==> src/rtl/emulib_rammodel_pkg.sv <==
// Shared sizing helpers for the fixed-latency RAM timing model.
// The optional statistics block is enabled with EMULIB_RAMMODEL_STATS_EN.
package emulib_rammodel_pkg;

    // Width of a delay countdown able to hold the larger of the two latencies.
    function automatic int calc_cnt_width(input int r_delay, input int w_delay);
        int max_delay;
        max_delay = (r_delay > w_delay) ? r_delay : w_delay;
        return (max_delay < 1) ? 1 : $clog2(max_delay + 1);
    endfunction

    function automatic int calc_ptr_width(input int depth);
        return (depth < 2) ? 1 : $clog2(depth);
    endfunction

endpackage

==> src/rtl/emulib_rammodel_delay_queue.sv <==
// In-order FIFO where every entry carries its own saturating countdown;
// head_due flags that the oldest entry has finished its delay.
module emulib_rammodel_delay_queue
    import emulib_rammodel_pkg::*;
#(
    parameter int DATA_WIDTH = 8,
    parameter int DEPTH      = 8,
    parameter int DELAY      = 1,
    parameter int CNT_WIDTH  = calc_cnt_width(DELAY, DELAY)
) (
    input  logic                  clk,
    input  logic                  rst,
    input  logic                  push,
    input  logic [DATA_WIDTH-1:0] push_data,
    input  logic                  pop,
    output logic                  full,
    output logic                  head_due,
    output logic [DATA_WIDTH-1:0] head_data
);

    localparam int PTR_WIDTH = calc_ptr_width(DEPTH);
    localparam logic [CNT_WIDTH-1:0] START_CNT = CNT_WIDTH'(DELAY - 1);

    logic [DATA_WIDTH-1:0] data_mem [DEPTH];
    logic [CNT_WIDTH-1:0]  cnt_mem  [DEPTH];
    logic [PTR_WIDTH-1:0]  wr_ptr;
    logic [PTR_WIDTH-1:0]  rd_ptr;
    logic [PTR_WIDTH:0]    count;
    logic                  empty;
    logic                  do_push;
    logic                  do_pop;

    assign full      = (count == (PTR_WIDTH + 1)'(DEPTH));
    assign empty     = (count == '0);
    assign do_push   = push && !full;
    assign do_pop    = pop && !empty;
    assign head_data = data_mem[rd_ptr];
    assign head_due  = !empty && (cnt_mem[rd_ptr] == '0);

    always_ff @(posedge clk) begin
        if (rst) begin
            wr_ptr <= '0;
            rd_ptr <= '0;
            count  <= '0;
        end else begin
            if (do_push) wr_ptr <= wr_ptr + 1'b1;
            if (do_pop)  rd_ptr <= rd_ptr + 1'b1;
            case ({do_push, do_pop})
                2'b10:   count <= count + 1'b1;
                2'b01:   count <= count - 1'b1;
                default: count <= count;
            endcase
        end
    end

    // A pushed entry starts at DELAY-1 because it only becomes visible the
    // cycle after the handshake, so it is due exactly DELAY cycles later.
    always_ff @(posedge clk) begin
        for (int i = 0; i < DEPTH; i++) begin
            if (rst) begin
                cnt_mem[i] <= '0;
            end else if (do_push && (wr_ptr == PTR_WIDTH'(i))) begin
                cnt_mem[i] <= START_CNT;
            end else if (cnt_mem[i] != '0) begin
                cnt_mem[i] <= cnt_mem[i] - 1'b1;
            end
        end
    end

    always_ff @(posedge clk) begin
        if (do_push) data_mem[wr_ptr] <= push_data;
    end

endmodule

==> src/rtl/emulib_rammodel_fixed_timing.sv <==
// Fixed-latency timing model: delays accepted reads/writes into rreq/breq events.
// Define EMULIB_RAMMODEL_STATS_EN to add burst and stall statistics outputs.
module emulib_rammodel_fixed_timing
    import emulib_rammodel_pkg::*;
#(
    parameter int ID_WIDTH     = 4,
    parameter int MAX_INFLIGHT = 8,
    parameter int R_DELAY      = 25,
    parameter int W_DELAY      = 3
) (
    input  logic                clk,
    input  logic                rst,
    input  logic                areq_valid,
    output logic                areq_ready,
    input  logic                areq_write,
    input  logic [ID_WIDTH-1:0] areq_id,
    input  logic [7:0]          areq_len,
    input  logic                wreq_valid,
    output logic                wreq_ready,
    input  logic                wreq_last,
    output logic                breq_valid,
    input  logic                breq_ready,
    output logic [ID_WIDTH-1:0] breq_id,
    output logic                rreq_valid,
    input  logic                rreq_ready,
    output logic [ID_WIDTH-1:0] rreq_id,
    output logic                rreq_last
`ifdef EMULIB_RAMMODEL_STATS_EN
    ,
    output logic [31:0]         stat_rd_bursts,
    output logic [31:0]         stat_wr_bursts,
    output logic [31:0]         stat_stall_cycles
`endif
);

    localparam int CNT_WIDTH = calc_cnt_width(R_DELAY, W_DELAY);
    localparam int PTR_WIDTH = calc_ptr_width(MAX_INFLIGHT);

    typedef struct packed {
        logic [ID_WIDTH-1:0] id;
        logic [7:0]          len;
    } rd_payload_t;

    rd_payload_t         rd_push;
    rd_payload_t         rd_head;
    logic                rq_full;
    logic                rq_due;
    logic                rd_accept;
    logic                rd_pop;
    logic [7:0]          beat;

    logic [ID_WIDTH-1:0] aw_mem [MAX_INFLIGHT];
    logic [PTR_WIDTH-1:0] aw_wr_ptr;
    logic [PTR_WIDTH-1:0] aw_rd_ptr;
    logic [PTR_WIDTH:0]  aw_count;
    logic                aw_full;
    logic                aw_empty;
    logic                wr_accept;
    logic                wlast_hs;
    logic                wr_complete;
    logic [PTR_WIDTH:0]  wdone;
    logic [ID_WIDTH-1:0] wq_push_id;
    logic [ID_WIDTH-1:0] wq_head;
    logic                wq_full;
    logic                wq_due;

    assign areq_ready = areq_write ? !aw_full : !rq_full;
    assign rd_accept  = areq_valid && areq_ready && !areq_write;
    assign wr_accept  = areq_valid && areq_ready && areq_write;
    assign rd_push    = '{id: areq_id, len: areq_len};

    emulib_rammodel_delay_queue #(
        .DATA_WIDTH ($bits(rd_payload_t)),
        .DEPTH      (MAX_INFLIGHT),
        .DELAY      (R_DELAY),
        .CNT_WIDTH  (CNT_WIDTH)
    ) u_read_queue (
        .clk       (clk),
        .rst       (rst),
        .push      (rd_accept),
        .push_data (rd_push),
        .pop       (rd_pop),
        .full      (rq_full),
        .head_due  (rq_due),
        .head_data (rd_head)
    );

    assign rreq_valid = rq_due;
    assign rreq_id    = rq_due ? rd_head.id : '0;
    assign rreq_last  = rq_due && (beat == rd_head.len);
    assign rd_pop     = rreq_valid && rreq_ready && rreq_last;

    always_ff @(posedge clk) begin
        if (rst) begin
            beat <= '0;
        end else if (rreq_valid && rreq_ready) begin
            beat <= rreq_last ? 8'd0 : beat + 8'd1;
        end
    end

    assign aw_full    = (aw_count == (PTR_WIDTH + 1)'(MAX_INFLIGHT));
    assign aw_empty   = (aw_count == '0);
    assign wlast_hs   = wreq_valid && wreq_ready && wreq_last;
    assign wreq_ready = (wdone < (PTR_WIDTH + 1)'(MAX_INFLIGHT));

    // Either half of a write may arrive in the completing cycle itself, so an
    // AW accepted this cycle bypasses the pending FIFO when it is empty.
    assign wr_complete = (!aw_empty || wr_accept) && ((wdone != '0) || wlast_hs) && !wq_full;
    assign wq_push_id  = aw_empty ? areq_id : aw_mem[aw_rd_ptr];

    always_ff @(posedge clk) begin
        if (rst) begin
            aw_wr_ptr <= '0;
            aw_rd_ptr <= '0;
            aw_count  <= '0;
            wdone     <= '0;
        end else begin
            if (wr_accept)   aw_wr_ptr <= aw_wr_ptr + 1'b1;
            if (wr_complete) aw_rd_ptr <= aw_rd_ptr + 1'b1;
            case ({wr_accept, wr_complete})
                2'b10:   aw_count <= aw_count + 1'b1;
                2'b01:   aw_count <= aw_count - 1'b1;
                default: aw_count <= aw_count;
            endcase
            case ({wlast_hs, wr_complete})
                2'b10:   wdone <= wdone + 1'b1;
                2'b01:   wdone <= wdone - 1'b1;
                default: wdone <= wdone;
            endcase
        end
    end

    always_ff @(posedge clk) begin
        if (wr_accept) aw_mem[aw_wr_ptr] <= areq_id;
    end

    emulib_rammodel_delay_queue #(
        .DATA_WIDTH (ID_WIDTH),
        .DEPTH      (MAX_INFLIGHT),
        .DELAY      (W_DELAY),
        .CNT_WIDTH  (CNT_WIDTH)
    ) u_write_queue (
        .clk       (clk),
        .rst       (rst),
        .push      (wr_complete),
        .push_data (wq_push_id),
        .pop       (breq_valid && breq_ready),
        .full      (wq_full),
        .head_due  (wq_due),
        .head_data (wq_head)
    );

    assign breq_valid = wq_due;
    assign breq_id    = wq_due ? wq_head : '0;

`ifdef EMULIB_RAMMODEL_STATS_EN
    always_ff @(posedge clk) begin
        if (rst) begin
            stat_rd_bursts    <= '0;
            stat_wr_bursts    <= '0;
            stat_stall_cycles <= '0;
        end else begin
            if (rd_accept)                 stat_rd_bursts    <= stat_rd_bursts + 32'd1;
            if (wr_accept)                 stat_wr_bursts    <= stat_wr_bursts + 32'd1;
            if (areq_valid && !areq_ready) stat_stall_cycles <= stat_stall_cycles + 32'd1;
        end
    end
`endif

endmodule

==> config.mk <==
export PLATFORM = sky130hd
export DESIGN_NAME = emulib_rammodel_fixed_timing
export DESIGN_NICKNAME = d
export VERILOG_FILES = /design/src/rtl/emulib_rammodel_pkg.sv /design/src/rtl/emulib_rammodel_delay_queue.sv /design/src/rtl/emulib_rammodel_fixed_timing.sv
export SDC_FILE = /design/constraint.sdc
export NUM_CORES = 1
export LEC_CHECK = 0
export ABC_AREA = 1
export CORE_MARGIN = 5
export CORE_UTILIZATION = 54
export CTS_CLUSTER_SIZE = 30
export DETAILED_ROUTE_END_ITERATION = 8
export GPL_ROUTABILITY_DRIVEN = 1
export GPL_TIMING_DRIVEN = 0
export PLACE_DENSITY_LB_ADDON = 0.15
export REMOVE_ABC_BUFFERS = 1
export SLEW_MARGIN = 25
export SYNTH_ARGS = -nofsm -noshare
export SYNTH_HDL_FRONTEND = slang
export SYNTH_SLANG_ARGS = --single-unit
==> constraint.sdc <==
create_clock -name clk -period 3.38 [get_ports clk]
set_input_delay 0.507 -clock clk [delete_from_list [all_inputs] [get_ports clk]]
set_output_delay 0.507 -clock clk [all_outputs]
set_load 0.005 [all_outputs]
After elaboration in Yosys (flattened, before gate mapping) --
Memories as Yosys holds them, arrays and structs flattened. A register that Yosys moved wholly into a read port is not among the register bits. Cells that the tools add are included.
Word-level totals: flip-flop bits (word level) 42, memory bits (writable) 240, input port bits 20, output and inout port bits 13, word-level logic and storage cells 347, memories 5
Memory list:
- u_read_queue.data_mem | depth 8, width 12, rd ports 1, clocked after Yosys merged registers in 1, wr ports 1, RTL line emulib_rammodel_delay_queue.sv:24 | logic [DATA_WIDTH-1:0] data_mem [DEPTH];
- u_read_queue.cnt_mem | depth 8, width 5, rd ports 9, clocked after Yosys merged registers in 1, wr ports 8, RTL line emulib_rammodel_delay_queue.sv:25 | logic [CNT_WIDTH-1:0] cnt_mem [DEPTH];
- u_write_queue.cnt_mem | depth 8, width 5, rd ports 9, clocked after Yosys merged registers in 1, wr ports 8, RTL line emulib_rammodel_delay_queue.sv:25
- aw_mem | depth 8, width 4, rd ports 1, clocked after Yosys merged registers in 1, wr ports 1, RTL line emulib_rammodel_fixed_timing.sv:52 | logic [ID_WIDTH-1:0] aw_mem [MAX_INFLIGHT];
- u_write_queue.data_mem | depth 8, width 4, rd ports 1, clocked after Yosys merged registers in 1, wr ports 1, RTL line emulib_rammodel_delay_queue.sv:24
Operators by class: add/sub/neg operators 31, $lt $le $gt $ge 1, eq/ne operators 26, multiplexer cells 171, bitwise gates (word level) 32, reductions and logical operators 70
Operators by type and width (count):
- $mux 5 | 32
- $mux 1 | 121
- $reduce_bool 5->1 | 16
- $sub 5x1->5 const B | 16
- $logic_and 1x1->1 | 33
- $or 1x1->1 | 32
- $pmux 4 s2 | 4
- $mux 3 | 10
- $eq 3x3->1 const B | 8
- $add 3x1->3 const B | 6
- $add 4x1->4 const B | 4
- $sub 4x1->4 const B | 4
- $eq 3x2->1 const B | 4
- $eq 4x4->1 const B | 3
- $logic_not 4->1 | 3
- $mux 4 | 3
- $logic_not 5->1 | 2
- $add 8x1->8 const B | 1
- $eq 2x1->1 const B | 4
- $eq 2x2->1 const B | 4
- $eq 8x8->1 | 1
- $mux 8 | 1
- $reduce_bool 2->1 | 4
- $logic_not 1->1 | 7
- 5 further kinds | 8

Logic depth before layout (Yosys ltp) --
Gate-level depths: netlist of the first run.
depth in word-level cells 15, gate-level depth with buffers 23, gate-level depth less buffers 22

Hierarchy --
Synthesis of the first run repeated with hierarchy kept, for this count alone.
Unflattened totals: cells, all modules 1424, area total of the unflattened synthesis 14112.3 sq um
By module, submodules not included:
- emulib_rammodel_delay_queue (u_read_queue) | times used 1, cells an instance 629, area an instance 6807.8 sq um, seq. area each 4344.2 sq um
- emulib_rammodel_delay_queue (u_write_queue) | times used 1, cells an instance 452, area an instance 4406.7 sq um, seq. area each 2422.3 sq um
- emulib_rammodel_fixed_timing | times used 1, cells an instance 343, area an instance 2897.8 sq um, seq. area each 1461.4 sq um

Least setup slack after synthesis of the first run --
No wires, ideal clock.
path kind register to register, from memory u_write_queue.cnt_mem[3][0] (netlist name), to register u_write_queue.count[3], library setup time 119 ps, data arrival time 2529 ps, required time 3261 ps, setup slack 732 ps, cell stages (with the launch flop) 20, period minus slack after synthesis 2648 ps, path through edfxtp_1 -> nor3_1 -> inv_1 -> o31ai_1 -> nand3_1 -> nand2_1 -> nand2_1 -> inv_1 -> nand2_1 -> inv_1 -> ha_1 -> ha_1 -> nand2_1 -> nor2_1 -> a211oi_1 -> nor2_1 -> nor2_1 -> nand2_1 -> o21ai_0 -> a21oi_1
RTL lines:
- start: declaration | RTL line emulib_rammodel_delay_queue.sv:25
- end signal: assignment | RTL line emulib_rammodel_delay_queue.sv:49 | 2'b10: count <= count + 1'b1;
- end signal: assignment | RTL line emulib_rammodel_delay_queue.sv:50 | 2'b01: count <= count - 1'b1;
- end signal: assignment | RTL line emulib_rammodel_delay_queue.sv:51 | default: count <= count;
- end: declaration | RTL line emulib_rammodel_delay_queue.sv:28 | logic [PTR_WIDTH:0] count;

==> impl_metrics.env, run 1 <==
export IMPL_status="finished, final reports clean"
export IMPL_fraction_of_the_mapped_netlist_area_in_adder_cells_pct=5.51
export IMPL_area_delta_synth_final_pct=14.2
export IMPL_synth_area_mux_share_pct=0.570
export IMPL_share_of_the_yosys_chip_area_belonging_to_registers_pct=58.6
export IMPL_wire_per_inst_um=15.6
export IMPL_timing_max_cap_violations=0
export IMPL_synth_compound_area_share_pct=7.23
export IMPL_critical_path_type="flip-flop to output pin"
export IMPL_worst_ep_arrival_time_ns=2.73
export IMPL_drc=0
export IMPL_numPlacedInstances=1774
export IMPL_clock_tree_htree_level_count=1
export IMPL_post_route_period_util_pct=95.7
export IMPL_clock_path_buffers=3
export IMPL_global_route_peak_usage_layer="met2"
export IMPL_grt_first_pass_wirelength_mm=46.9
export IMPL_synth_xor_area_share_pct=2.43
export IMPL_initial_core_utilization_pct=54.4
export IMPL_hold_path_class="flip-flop to flip-flop"
export IMPL_chipWidth_um=171
export IMPL_vdd_ir_drop_worst_v=0.000457
export IMPL_regToRegSetupSlack_ns=0.33
export IMPL_grt_max_degree=52
export IMPL_number_of_antenna_violations_at_the_first_check_in_global_routing=0
export IMPL_largest_family_of_logic_cells_by_synthesized_area="simple AND/OR/NAND/NOR gates"
export IMPL_p_int_w=0.00830
export IMPL_tritoncts="done"
export IMPL_fp_row_count=59
export IMPL_worst_clock_skew_ns=0.00962
export IMPL_cpMaxStageDelayCell="sky130_fd_sc_hd__clkdlybuf4s50_1"
export IMPL_unrepaired_setup_endpoints_after_global_routing="yes"
export IMPL_post_route_cells_drive_above_1_share_pct=8.58
export IMPL_finalCoreUtilization_pct=62.1
export IMPL_power_density_nw_per_um2=759
export IMPL_cp_cell_sequence="buf_12 > clkinv_16 > o21ai_0 > nand3_1 > a21oi_1 > nand2_1 > nand2_2 > nand2_4 > a211oi_2 > clkdlybuf4s50_1"
export IMPL_critPathRequiredTime_ns=2.87
export IMPL_critical_path_top_delay_family="buffers and inverters"
export IMPL_synth_cell_area_sq_um=14000
export IMPL_netlist_cell_types=40
export IMPL_worst_slew_margin_relative_to_its_limit_pct=38.6
export IMPL_chipHeight_um=171
export IMPL_cp_num_buf_inv=3
export IMPL_netSwitchingFraction_pct=31.9
export IMPL_layoutNonFillerInstCount=1839
export IMPL_avgViaCountPerCell=5.27
export IMPL_drt_initial_violations=568
export IMPL_port_buffers=32
export IMPL_synth_seq_cells=291
export IMPL_design_core_area_sq_um=25800
export IMPL_setup_tns_final_ns=0
export IMPL_synth_warning_count=0
export IMPL_power_switching_w=0.00389
export IMPL_critPathCaptureType="output pin"
export IMPL_leakage_nw=6.51
export IMPL_share_comb_of_total_power_pct=27.2
export IMPL_setup_violations=0
export IMPL_count_of_final_hold_check_violations=0
export IMPL_timing_fmax_ghz=0.309
export IMPL_worst_pin_slew_ns=0.920
export IMPL_cts_num_sinks=291
export IMPL_grt_met3_usage_pct=2.41
export IMPL_power_sequential_fraction_pct=42.9
export IMPL_worst_path_largest_cell_delay_ns=0.55
export IMPL_worstPathMaxFanout=51
export IMPL_die_area_sq_um=29300
export IMPL_synth_simple_gate_area_share_pct=19.1
export IMPL_nNetsFinal=1560
export IMPL_slew_violations=0
export IMPL_grt_util_met2_pct=34.9
export IMPL_gr_usage_met1_pct=25.8
export IMPL_first_pass_iters=7
export IMPL_vias_in_the_first_global_route=9559
export IMPL_dp_final_hpwl_mm=18.6
export IMPL_nFillCells=2104
export IMPL_insertion_delay_ns=0.55
export IMPL_clk_network_pwr_share_pct=29.8
export IMPL_ant_nets=0
export IMPL_overall_global_routing_resource_usage_pct=19.7
export IMPL_top_level_ports=33
export IMPL_clkSlewWorstSetupHoldPaths_ns=0.06
export IMPL_diodes=0
export IMPL_start_kind="flip-flop"
export IMPL_grt_ovfl_total=0
export IMPL_finalWirelength_mm=28.7
export IMPL_vias=9688
export IMPL_syn_instance_count=1440
export IMPL_final_weighted_congestion_of_routability_driven_global_placement=0.825
export IMPL_clock_tree_root_cell="sky130_fd_sc_hd__clkbuf_16"
export IMPL_cts_inserted_buffers=31
export IMPL_finalWorstPathRequiredPeriod_ns=3.23
export IMPL_synth_area_per_cell_sq_um=9.75
[path summary, 6_finish.rpt]
check,from,to,cells after the start
setup / recovery,flip-flop,rreq_id[3],10
hold reg to reg,aw_rd_ptr[2],flip-flop,1
setup reg to reg,flip-flop,u_read_queue.count[3],20
hold / removal,aw_rd_ptr[2],flip-flop,1
[sequential cells by signal, summed over array words and instances, names as in the netlist, 4 cells and up, named ones only]
| signal | count |
|---|---|
| beat | 8 |
| u_write_queue.count | 4 |
| u_write_queue.data_mem | 32 |
| aw_count | 4 |
| u_read_queue.data_mem | 96 |
| aw_mem | 32 |
| wdone | 4 |
| u_read_queue.cnt_mem | 40 |
| u_write_queue.cnt_mem | 40 |
| u_read_queue.count | 4 |
[cells in the mapped netlist]
cell type                  count  area [sq um]
sky130_fd_sc_hd__nand3_1     125           626
sky130_fd_sc_hd__inv_1       187           702
sky130_fd_sc_hd__clkinv_1      3          11.3
sky130_fd_sc_hd__or2_2        17           106
sky130_fd_sc_hd__xor2_1       27           236
sky130_fd_sc_hd__buf_2        14          70.1
sky130_fd_sc_hd__nand2_2       4          25.0
sky130_fd_sc_hd__o21ai_2       1          8.76
sky130_fd_sc_hd__buf_6         3          33.8
sky130_fd_sc_hd__nor2_1      161           604
sky130_fd_sc_hd__a22oi_1       4          30.0
sky130_fd_sc_hd__o32ai_1       5          43.8
sky130_fd_sc_hd__o221ai_1      9          78.8
sky130_fd_sc_hd__mux2i_1       8          80.1
sky130_fd_sc_hd__nand3_2       2          20.0
sky130_fd_sc_hd__a32o_1        4          40.0
sky130_fd_sc_hd__a211oi_1      8          60.1
sky130_fd_sc_hd__o21ai_0      51           255
sky130_fd_sc_hd__and2_1        1          6.26
sky130_fd_sc_hd__dfxtp_1      51          1020
sky130_fd_sc_hd__nand2_1     289          1080
sky130_fd_sc_hd__o31ai_1       5          37.5
sky130_fd_sc_hd__nor3b_1       2          15.0
sky130_fd_sc_hd__nor2_2        1          6.26
sky130_fd_sc_hd__inv_2         3          11.3
sky130_fd_sc_hd__nor3_1       16          80.1
sky130_fd_sc_hd__o22ai_1       7          43.8
sky130_fd_sc_hd__o21ai_1       4          20.0
sky130_fd_sc_hd__edfxtp_1    240          7210
sky130_fd_sc_hd__clkbuf_1     16          60.1
sky130_fd_sc_hd__fa_1          3          60.1
sky130_fd_sc_hd__nand3b_1      2          15.0
sky130_fd_sc_hd__ha_1         57           713
sky130_fd_sc_hd__nand4_1      11          68.8
sky130_fd_sc_hd__a21oi_1      78           390
sky130_fd_sc_hd__buf_1         2          7.51
sky130_fd_sc_hd__xnor2_1      12           105
sky130_fd_sc_hd__buf_4         4          30.0
sky130_fd_sc_hd__o211ai_1      1          7.51
sky130_fd_sc_hd__nor2_4        2          22.5
[cell usage in the layout, fill, tap and decap left out, types with 9 or more instances in the layout]
cell type                         synthesis  final
sky130_fd_sc_hd__dfxtp_1                 51     46
sky130_fd_sc_hd__nand3_1                125    124
sky130_fd_sc_hd__nor3_1                  16     13
sky130_fd_sc_hd__nor2_2                   1      9
sky130_fd_sc_hd__nor2_1                 161    153
sky130_fd_sc_hd__or2_2                   17     17
sky130_fd_sc_hd__nand2_1                289    285
sky130_fd_sc_hd__a21oi_1                 78     78
sky130_fd_sc_hd__edfxtp_1               240    240
sky130_fd_sc_hd__inv_1                  187    184
sky130_fd_sc_hd__xnor2_1                 12     12
sky130_fd_sc_hd__clkbuf_16                0     33
sky130_fd_sc_hd__o21ai_0                 51     51
sky130_fd_sc_hd__nand4_1                 11     11
sky130_fd_sc_hd__ha_1                    57     56
sky130_fd_sc_hd__xor2_1                  27     26
sky130_fd_sc_hd__clkdlybuf4s50_1          0     31
sky130_fd_sc_hd__o221ai_1                 9      9
[power groups by stage]
stage	Clock, W	Combinational (W)	Sequential [W]
2_1_floorplan	0	0.00249	0.00517
3_5_place_dp	0	0.00327	0.00529
4_1_cts	0.00371	0.00331	0.00522
6_report	0.00364	0.00332	0.00523
5_1_grt	0.00386	0.00383	0.00531
3_3_place_gp	0	0.00316	0.00527
[layout make-up]
cell class / count / area [sq um] / share of cell area [%]
Clock inverter: 16 / 223 / 1.39
Timing Repair Buffer: 46 / 519 / 3.24
Sequential cell: 291 / 8250 / 51.4
Multi-Input combinational cell: 917 / 4980 / 31.0
Clock buffer: 41 / 896 / 5.58
Tap cell: 335 / 419 / 2.61
Inverter: 193 / 764 / 4.76
[cells by family after synthesis]
kind of cell	after synthesis
simple gates	633
buf+inv	232
fa+ha+maj	60
flops	291
xor+xnor	39
mux	8
compound gates	177
[repair_timing]
item,CTS,global route
hold endpoints to repair,0,0
setup endpoints to repair,19,9
pin swaps,0,2
hold buffers,0,0
gates resized for setup,14,21
setup buffers,5,3
[through the flow]
stage	power (W)	area (sq um)	setup WS, ns	hold slack, ns
floorplan	0.00765	13800	-0.462	0.417
global placement	0.00843	14600	-2.21	0.433
detailed placement	0.00856	14700	-0.690	0.437
CTS	0.0122	15900	0.0429	0.447
global route	0.0130	16000	-0.0166	0.465
finish	0.0122	16000	0.146	0.447
[routing by layer]
layer  part of all wire, %  vias to the layer above
met4                   2.9                        0
met3                   3.9                       60
met1                    44                     4514
li1                      -                     4925
met2                    49                      189
met5                     0                        -
(Power assumes the default switching activity.)
==> inputs of run 2 (changes only) <==
--- a/config.mk
+++ b/config.mk
@@ -14,7 +14,8 @@
 export GPL_TIMING_DRIVEN = 0
 export PLACE_DENSITY_LB_ADDON = 0.15
 export REMOVE_ABC_BUFFERS = 1
-export SLEW_MARGIN = 25
+export SLEW_MARGIN = 20
 export SYNTH_ARGS = -nofsm -noshare
 export SYNTH_HDL_FRONTEND = slang
+export SYNTH_HIERARCHICAL = 1
 export SYNTH_SLANG_ARGS = --single-unit
==> run 2 against run 1 <==
Final cell count is the same. Clock skew grew 0.013 ns. Highest routed layer unchanged. Count of clock-buffer cells in the layout shrank 2. Largest cell class unchanged. Fmax grew 0.99%. Global-route usage shrank 0.35 points. Sequential share of layout area shrank 0.13 points. Combinational power grew 11%.
==> impl_metrics.env, run 2 <==
export IMPL_status="finished, final reports clean"
export IMPL_clock_tree_htree_level_count=1
export IMPL_finalCoreUtilization_pct=62.1
export IMPL_layout_common_cells="248 x sky130_fd_sc_hd__nor2_1, 240 x sky130_fd_sc_hd__edfxtp_1, 224 x sky130_fd_sc_hd__nand2_1"
export IMPL_fp_row_count=59
export IMPL_synth_area_per_cell_sq_um=9.91
export IMPL_timing_max_cap_violations=0
export IMPL_final_common_cell="sky130_fd_sc_hd__nor2_1"
export IMPL_area_delta_synth_final_pct=13.9
export IMPL_first_pass_iters=5
export IMPL_grt_first_pass_wirelength_mm=46.3
export IMPL_cts_num_sinks=291
export IMPL_reg_top3="u_read_queue/data_mem (96), u_read_queue/cnt_mem (40), u_write_queue/cnt_mem (40)"
export IMPL_slew_violations=0
export IMPL_placed_area_sq_um=14700
export IMPL_count_of_final_hold_check_violations=0
export IMPL_largest_family_of_logic_cells_by_synthesized_area="simple AND/OR/NAND/NOR gates"
export IMPL_nNetsFinal=1552
export IMPL_timing_fmax_ghz=0.312
export IMPL_overall_global_routing_resource_usage_pct=19.4
export IMPL_synth_area_mux_share_pct=0
export IMPL_syn_instance_count=1424
export IMPL_synth_largest_type_area_fraction_pct=51.1
export IMPL_drt_initial_violations=628
export IMPL_clk_network_pwr_share_pct=27.0
export IMPL_critical_path_type="flip-flop to output pin"
export IMPL_critical_path_top_cell_by_count="sky130_fd_sc_hd__nor2_1"
export IMPL_tritoncts="done"
export IMPL_critPathCaptureType="output pin"
export IMPL_most_frequent_cells_after_synthesis="260 x sky130_fd_sc_hd__nor2_1, 240 x sky130_fd_sc_hd__edfxtp_1, 224 x sky130_fd_sc_hd__nand2_1"
export IMPL_synth_cell_area_sq_um=14100
export IMPL_largest_reg_flops=96
export IMPL_synth_seq_cells=291
export IMPL_clock_path_buffers=3
export IMPL_synth_flop_cell="sky130_fd_sc_hd__edfxtp_1"
export IMPL_power_switching_w=0.00412
export IMPL_share_comb_of_total_power_pct=29.9
export IMPL_synth_largest_area_cell="sky130_fd_sc_hd__edfxtp_1"
export IMPL_share_of_the_yosys_chip_area_belonging_to_registers_pct=58.3
export IMPL_port_buffers=32
export IMPL_worst_slew_margin_relative_to_its_limit_pct=44.1
export IMPL_hold_path_class="input port to flip-flop"
export IMPL_vdd_ir_drop_worst_v=0.000436
export IMPL_fraction_of_the_mapped_netlist_area_in_adder_cells_pct=4.70
export IMPL_worst_path_largest_cell_delay_ns=0.49
export IMPL_ys_async_sr_fraction_pct=0
export IMPL_synth_warning_count=6
export IMPL_clkSlewWorstSetupHoldPaths_ns=0.06
export IMPL_finalWirelength_mm=29.0
export IMPL_vias_in_the_first_global_route=9518
export IMPL_grt_max_degree=54
export IMPL_p_int_w=0.00818
export IMPL_avgViaCountPerCell=5.30
export IMPL_insertion_delay_ns=0.56
export IMPL_cp_num_buf_inv=4
export IMPL_clock_tree_root_cell="sky130_fd_sc_hd__clkbuf_16"
export IMPL_top_register="u_read_queue/data_mem"
export IMPL_synth_xor_area_share_pct=3.41
export IMPL_critical_path_top_delay_family="buffers and inverters"
export IMPL_setup_violations=0
export IMPL_chipWidth_um=172
export IMPL_synth_compound_area_share_pct=7.95
export IMPL_grt_ovfl_total=0
export IMPL_top_level_ports=33
export IMPL_netSwitchingFraction_pct=33.5
export IMPL_worst_ep_arrival_time_ns=2.69
export IMPL_drc=0
export IMPL_power_total_w=0.0123
export IMPL_chipHeight_um=172
export IMPL_wire_per_inst_um=15.8
export IMPL_number_of_enable_type_register_cells_in_the_synthesized_netlist=240
export IMPL_post_route_cells_drive_above_1_share_pct=11.4
export IMPL_leakage_nw=6.39
export IMPL_critPathRequiredTime_ns=2.87
export IMPL_final_weighted_congestion_of_routability_driven_global_placement=0.828
export IMPL_post_synth_top_count_cell="sky130_fd_sc_hd__nor2_1"
export IMPL_vias=9741
export IMPL_die_area_sq_um=29500
export IMPL_start_kind="flip-flop"
export IMPL_synth_simple_gate_area_share_pct=20.2
export IMPL_diodes=0
export IMPL_worst_clock_skew_ns=0.0224
export IMPL_regToRegSetupSlack_ns=0.22
export IMPL_initial_core_utilization_pct=54.5
export IMPL_netlist_cell_types=38
export IMPL_cts_inserted_buffers=31
export IMPL_power_sequential_fraction_pct=43.1
export IMPL_worstPathMaxFanout=17
export IMPL_synth_top_cells_by_area="sky130_fd_sc_hd__edfxtp_1 51%, sky130_fd_sc_hd__dfxtp_1 7.2%, sky130_fd_sc_hd__nor2_1 6.9%, sky130_fd_sc_hd__nand2_1 6.0%, sky130_fd_sc_hd__ha_1 4.7%"
export IMPL_design_area_sq_um=16100
export IMPL_finalWorstPathRequiredPeriod_ns=3.20
export IMPL_post_route_period_util_pct=94.7
export IMPL_cp_cell_sequence="bufbuf_16 > nor2_1 > nor2_1 > nor2_1 > nand3_2 > nand3_1 > nand2_1 > nor2_4 > buf_6 > nand2_1 > inv_1 > clkdlybuf4s50_1"
export IMPL_number_of_antenna_violations_at_the_first_check_in_global_routing=0
export IMPL_cts_hold_fix_buffers=0
export IMPL_dp_final_hpwl_mm=18.3
export IMPL_worst_pin_slew_ns=0.838
export IMPL_design_core_area_sq_um=25900
export IMPL_ant_nets=0
export IMPL_power_density_nw_per_um2=765
export IMPL_cpMaxStageDelayCell="sky130_fd_sc_hd__clkdlybuf4s50_1"
==> run 2: what timing repair did <==
action,in CTS,in global routing
cloned,3,1
buffers inserted,9,13
resized for setup,22,15
setup endpoints to repair,25,14
pin swaps,1,5
==> run 2: kinds of logic after synthesis <==
| kind of cell | Yosys count |
|---|---|
| xor gates and xnor gates | 55 |
| DFF | 291 |
| AOI/OAI and AO/OA | 210 |
| adders and majority gates | 53 |
| and+or+nand+nor | 625 |
| buffers and inverters | 190 |
==> run 2: power groups by stage <==
stage	clock network [W]	registers (W)	logic, W
floorplan	0	0.00523	0.00279
global placement	0	0.00535	0.00348
detailed placement	0	0.00537	0.00360
CTS	0.00339	0.00530	0.00366
global route	0.00355	0.00538	0.00422
finish	0.00333	0.00530	0.00368
==> run 2: worst paths after layout <==
| kind | startpoint | endpoint | cells after the start |
|---|---|---|---|
| hold reg to reg | u_read_queue/rd_ptr[0] | flip-flop | 1 |
| setup / recovery | flip-flop | rreq_id[2] | 12 |
| hold / removal | rst | aw_wr_ptr[0] | 2 |
| setup reg to reg | flip-flop | u_read_queue/count[2] | 25 |
==> run 2: worst register-to-register path, delay by kind of cell, from the launching register on <==
family | cells | cell delay (ns)
AOI/OAI and AO/OA | 2 | 0.25
xor gates and xnor gates | 1 | 0.10
adders and majority gates | 2 | 0.34
buffers and inverters | 5 | 0.63
DFF | 1 | 0.36
and+or+nand+nor | 15 | 1.35
==> run 2: through the flow <==
step / setup TNS, ns / instances / hold slack, ns / worst slack (ns)
finish: 0 / 1839 / 0.239 / 0.178
floorplan: -4.50 / 1386 / 0.448 / -0.952
global route: -0.0126 / 1839 / 0.239 / -0.0126
detailed placement: -16.20 / 1756 / 0.472 / -1.17
CTS: 0 / 1826 / 0.226 / 0.00560
global placement: -156.45 / 1753 / 0.462 / -2.93
==> run 2: routing by layer <==
metal  vias to the layer above  share of wire, %  global-route usage, %
met3                        42               4.1                   2.16
met1                      4602                45                   26.0
met5                         -                 0                      0
met4                         0               1.8                   4.82
met2                       192                49                   33.8
li1                       4905                 -                      -
==> run 2: layout make-up <==
cell class / count / area [sq um]
Clock buffer: 39 / 827
Fill cell: 2140 / 9830
Inverter: 152 / 614
Timing Repair inverter: 3 / 28.8
Multi-Input combinational cell: 943 / 5180
Tap cell: 335 / 419
Sequential cell: 291 / 8240
Timing Repair Buffer: 57 / 586
Clock inverter: 19 / 185
==> inputs of run 3 (changes only) <==
--- a/config.mk
+++ b/config.mk
@@ -6,6 +6,7 @@
 export NUM_CORES = 1
 export LEC_CHECK = 0
 export ABC_AREA = 1
+export CAP_MARGIN = 20
 export CORE_MARGIN = 5
 export CORE_UTILIZATION = 54
 export CTS_CLUSTER_SIZE = 30
==> results of run 3 <==
Same layout as run 2: the final DEF is identical, and so are final timing and power.
==> RTL change 1 (flow settings as in run 1) <==
Build with the macro `EMULIB_RAMMODEL_STATS_EN` defined.
--- a/src/rtl/emulib_rammodel_fixed_timing.sv
+++ b/src/rtl/emulib_rammodel_fixed_timing.sv
@@ -1,4 +1,6 @@
 // Fixed-latency timing model: delays accepted reads/writes into rreq/breq events.
 // Define EMULIB_RAMMODEL_STATS_EN to add burst and stall statistics outputs.
+`define EMULIB_RAMMODEL_STATS_EN
+
 module emulib_rammodel_fixed_timing
     import emulib_rammodel_pkg::*;
Check against the original RTL (old outputs only; new: stat_rd_bursts, stat_stall_cycles and stat_wr_bursts): no difference found for any inputs over 4 cycles, from zero or initial values and one cycle with rst high; that may be too few to reach the edited logic, so the function may still have changed.
==> RTL change 1 against run 1 <==
Sequential cell count up 96. Fmax down 0.50%. Die area up 36%. Total power up 21%. Setup slack worse by 0.016 ns. Area after synthesis up 39%. Routed wire length up 56%. Final area up 42%. Largest power group unchanged. Highest routed layer is now met5.
==> RTL change 1: results (changes against run 1) <==
Setup path
  • Critical path data arrival time: 2.74 ns (was 2.73 ns)
  • Largest fanout of any net on the critical path: 6 (was 51)
  • R2R depth: 18 (was 20)
  • Reg2Reg Setup Slack: 0.27 ns (was 0.33 ns)

Min path
  • Hold Crit Start: rst (was aw_rd_ptr[2])
  • Worst hold stages: 2 (was 1)

GRT
  • Met2 track utilization from global routing: 36.4% (was 34.9%)
  • Antenna violations before repair: 3 (was 0)
  • Met1 usage in global routing: 31.3% (was 25.8%)
  • Maximum number of pins on one net before global-route repair: 81 (was 52)
  • Overall routing resource usage: 22.2% (was 19.7%)

Final layout
  • Diodes inserted: 2 (was 0)
  • Footprint of the multi-input gates: 7980 um2 (was 4980 um2)
  • Layout buffering overhead excluding clock cells: 6.52% (was 3.24%)
  • Number of standard cells in the layout, taps in and fillers out: 2867 (was 1839)
  • Fraction of area in multi-input gates: 35.1% (was 31.0%)
  • Fraction of standard cell area that is sequential: 44.7% (was 51.4%)

Placement
  • Worst slack at placement: -0.770 ns (was -0.690 ns)
  • DP Cell Count: 2776 (was 1774)

Clock tree
  • H-Tree Depth: 2 (was 1)

Routing
  • Number of optimization iterations in the first detailed-route pass: 5 (was 7)
  • Uppermost metal layer occupied by signal nets: met5 (was met4)
  • Met3 Routed Length: 2560 um (was 1120 um)

Timing
  • Worst hold slack across all endpoints: 0.291 ns (was 0.447 ns)
  • Post-Route Skew: 0.0162 ns (was 0.00962 ns)
  • Share of the clock period used by the worst path: 96.2% (was 95.7%)

Synthesis
  • Synth area leaders: edfxtp_1, dfxtp_1, nand2_1, inv_1, nor2_1 (was edfxtp_1, nand2_1, dfxtp_1, ha_1, inv_1)
  • Sequential-to-total area share from yosys stat: 52.2% (was 58.6%)

Power
  • Worst voltage drop across the vdd grid: 0.370 mV (was 0.457 mV)

Status
  • Result of the run: finished, final reports clean (unchanged)
RTL change 1: cell count changes in the layout (fill, tap and decap cells not counted), sizes merged, moves of 16 or more:
cell	change
o21ai	+41
nor2	+124
xor2	+16
dfxtp	+96
inv	+91
nand3	+21
nor4	+16
nand4	+34
nor3	+59
nand2	+203
clkdlybuf4s50	+96
xnor2	+23
clkbuf	+19
a21oi	+52
RTL change 1: cells by family (layout without fill, tap and decap cells):
| logic type | count (synthesis) | in the layout | share of synthesized area, % |
|---|---|---|---|
| multiplexers | 8 | 8 | 0.412 |
| other | 0 | 2 | 0 |
| adder cells (fa/ha/maj) | 60 | 60 | 3.97 |
| AO/OA/AOI/OAI | 275 | 276 | 7.98 |
| XOR/XNOR | 78 | 78 | 3.51 |
| flip-flops | 387 | 387 | 52.2 |
| AND/OR/NAND/NOR | 1090 | 1090 | 24.7 |
| buffers and inverters | 341 | 505 | 7.21 |
RTL change 1: stage by stage:
step	setup TNS, ns	total power, mW
finish	0	14.7
floorplan	-0.708	9.05
global route	-0.0420	15.6
detailed placement	-15.91	10.0
global placement	-999.82	9.84
CTS	0	14.7
RTL change 1: worst reg2reg max path, cell delays in order (launching register included):
cell and delay [ns]:
dfxtp_1 0.40, inv_2 0.08, nand3_2 0.08, nor2_2 0.05, o21a_1 0.20, nor2_4 0.12
nand2_4 0.22, a21oi_4 0.32, inv_2 0.13, ha_1 0.24, ha_1 0.33, nand2_1 0.09
nor2_1 0.04, a211oi_1 0.27, nor2_1 0.07, nor2_1 0.09, nand2_1 0.08, o21ai_0 0.15
a21oi_1 0.05
RTL change 1: repair_timing:
item                       CTS  global route
hold buffers                 0             0
pin swaps                    1             2
setup endpoints to repair   19            13
buffers inserted             4             6
gates cloned                 1             0
resized for setup           14            13
==> RTL change 2 (settings of run 1) <==
Without the edit above. Compare `aw_count` against `(PTR_WIDTH + 1)'(MAX_INFLIGHT)` with >= in place of ==.
--- a/src/rtl/emulib_rammodel_fixed_timing.sv
+++ b/src/rtl/emulib_rammodel_fixed_timing.sv
@@ -99,5 +99,5 @@
     end
 
-    assign aw_full    = (aw_count == (PTR_WIDTH + 1)'(MAX_INFLIGHT));
+    assign aw_full    = (aw_count >= (PTR_WIDTH + 1)'(MAX_INFLIGHT));
     assign aw_empty   = (aw_count == '0);
     assign wlast_hs   = wreq_valid && wreq_ready && wreq_last;
Formal check against the unedited RTL: same outputs for any inputs over 4 cycles, from zero or initial values and one cycle with rst high; that may be too few to reach the edited logic, so the function may still have changed.
==> RTL change 2 against run 1 <==
Die area grew 0.57%. Area after synthesis increased by 0.61%. Setup slack improved by 0.028 ns. Hold slack lost 0.13 ns. Sequential cell count stayed put. Final area down 0.83%. Routed wire length up 2.9%. Total power is 3.5% lower. Critical path depth increased by 4.
==> RTL change 2: results (changes against run 1) <==
Setup path
  • Cell type of the slowest stage on the worst timing path: dfxtp_4 (was clkdlybuf4s50_1)
  • Critical path data arrival time: 2.70 ns (was 2.73 ns)
  • Endpoint of the most critical setup path: rreq_last (was rreq_id[3])
  • R2R depth: 15 (was 20)
  • Worst reg2reg path endpoint: u_write_queue.count[3] (was u_read_queue.count[3])
  • Reg2Reg Setup Slack: 0.35 ns (was 0.33 ns)
  • Delay contributed by the slowest stage of the critical path: 0.51 ns (was 0.55 ns)
  • Largest fanout of any net on the critical path: 16 (was 51)

GRT
  • M3 GR Usage: 2.48% (was 2.41%)
  • Via count of the first global-routing pass: 9494 (was 9559)
  • Met1 usage in global routing: 25.2% (was 25.8%)
  • Maximum number of pins on one net before global-route repair: 55 (was 52)
  • Met2 track utilization from global routing: 36.2% (was 34.9%)
  • Overall routing resource usage: 19.9% (was 19.7%)
  • Wire length of the first global-routing pass: 47500 um (was 46900 um)

Routing
  • Initial DRC Count: 740 (was 568)
  • Routed wire per std cell: 16.0 um (was 15.6 um)
  • Met3 Routed Length: 1090 um (was 1120 um)
  • Average vias per placed instance: 5.33 (was 5.27)
  • Number of optimization iterations in the first detailed-route pass: 5 (was 7)
  • Metal2 WL: 15100 um (was 14200 um)
  • Met1 routed wirelength after detailed routing: 12600 um (about the same)

Final layout
  • Number of standard cells in the layout, taps in and fillers out: 1850 (was 1839)
  • Filler cell count in the final layout: 2150 (was 2104)
  • Number of nets in the finished design: 1566 (was 1560)
  • Largest registers: u_read_queue.data_mem (96), u_read_queue.cnt_mem (40), u_write_queue.cnt_mem (40) (unchanged)

Synthesis
  • Cell types with the highest counts after synthesis: nand2_1, edfxtp_1, inv_1 (unchanged)
  • Sequential-to-total area share from yosys stat: 58.2% (was 58.6%)
  • Post-Syn Area per Cell: 9.76 um2 (was 9.75 um2)
  • Synth area leaders: edfxtp_1, nand2_1, dfxtp_1, ha_1, inv_1 (unchanged)
  • Library cells used by synthesis: 47 (was 40)
  • Ys Warns: 0 (unchanged)

Placement
  • Worst slack at placement: -1.36 ns (was -0.690 ns)
  • GPL Wtd Cong: 0.846 (was 0.825)
  • DP Cell Count: 1778 (was 1774)
  • Final HPWL from detailed placement: 18700 um (was 18600 um)

Timing
  • Post-Route Skew: 0.0180 ns (was 0.00962 ns)
  • Worst hold slack across all endpoints: 0.317 ns (was 0.447 ns)
  • Share of the clock period used by the worst path: 94.8% (was 95.7%)
  • Headroom to the max-slew limit: 39.2% (was 38.6%)

Status
  • Result of the run: finished, final reports clean (unchanged)

Power
  • Power attributed to sequential cells: 5.25 mW (was 5.23 mW)
  • Lkg Pwr: 6.44 nW (was 6.51 nW)
  • Worst voltage drop across the vdd grid: 0.502 mV (was 0.457 mV)
  • Internal portion of total power: 7.92 mW (was 8.30 mW)

Clock tree
  • Num CTS Buffers: 30 (was 31)

Min path
  • Worst hold stages: 2 (was 1)
  • HP Class: in2reg (was reg2reg)
[RTL change 2: worst min path at each step]
stage                            from                 endpoint
2_1_floorplan  u_write_queue.count[0]   u_write_queue.count[0]
3_3_place_gp   u_write_queue.count[0]   u_write_queue.count[0]
3_5_place_dp   u_write_queue.count[0]   u_write_queue.count[0]
4_1_cts                           rst  u_write_queue.rd_ptr[2]
5_1_grt                           rst  u_write_queue.rd_ptr[2]
6_report                          rst  u_write_queue.rd_ptr[2]
[RTL change 2: per-stage QoR]
step                      cell area, um2  utilization [%]  power (mW)
after floorplan                    13900                -        7.64
after global placement             14600             56.5        8.41
after detailed placement           14700             56.8        8.56
after CTS                          15800             61.0        11.8
after global routing               15900             61.4        12.6
final                              15900             61.4        11.8
[RTL change 2: final cells by class]
cell class	instances	area [um2]	area share, %
Sequential cell	291	8240	51.8
Multi-Input combinational cell	931	5030	31.6
Clock buffer	44	845	5.31
Inverter	185	742	4.66
Timing Repair Buffer	51	517	3.25
Tap cell	335	419	2.63
Clock inverter	12	109	0.684
Timing Repair inverter	1	8.76	0.0550
[RTL change 2: cells by family after synthesis]
kind of cell,after synthesis,synth area share [%]
adder cells (fa/ha/maj),55,4.92
AO/OA/AOI/OAI,208,8.30
buffers and inverters,226,6.60
multiplexers,8,0.567
flip-flops,291,58.2
AND/OR/NAND/NOR,621,19.0
XOR/XNOR,39,2.42
[RTL change 2: repair_timing]
action,4_1_cts,5_1_grt
endpoints found under the setup margin,24,11
cloned,0,1
buffers inserted,9,6
resized for setup,17,10
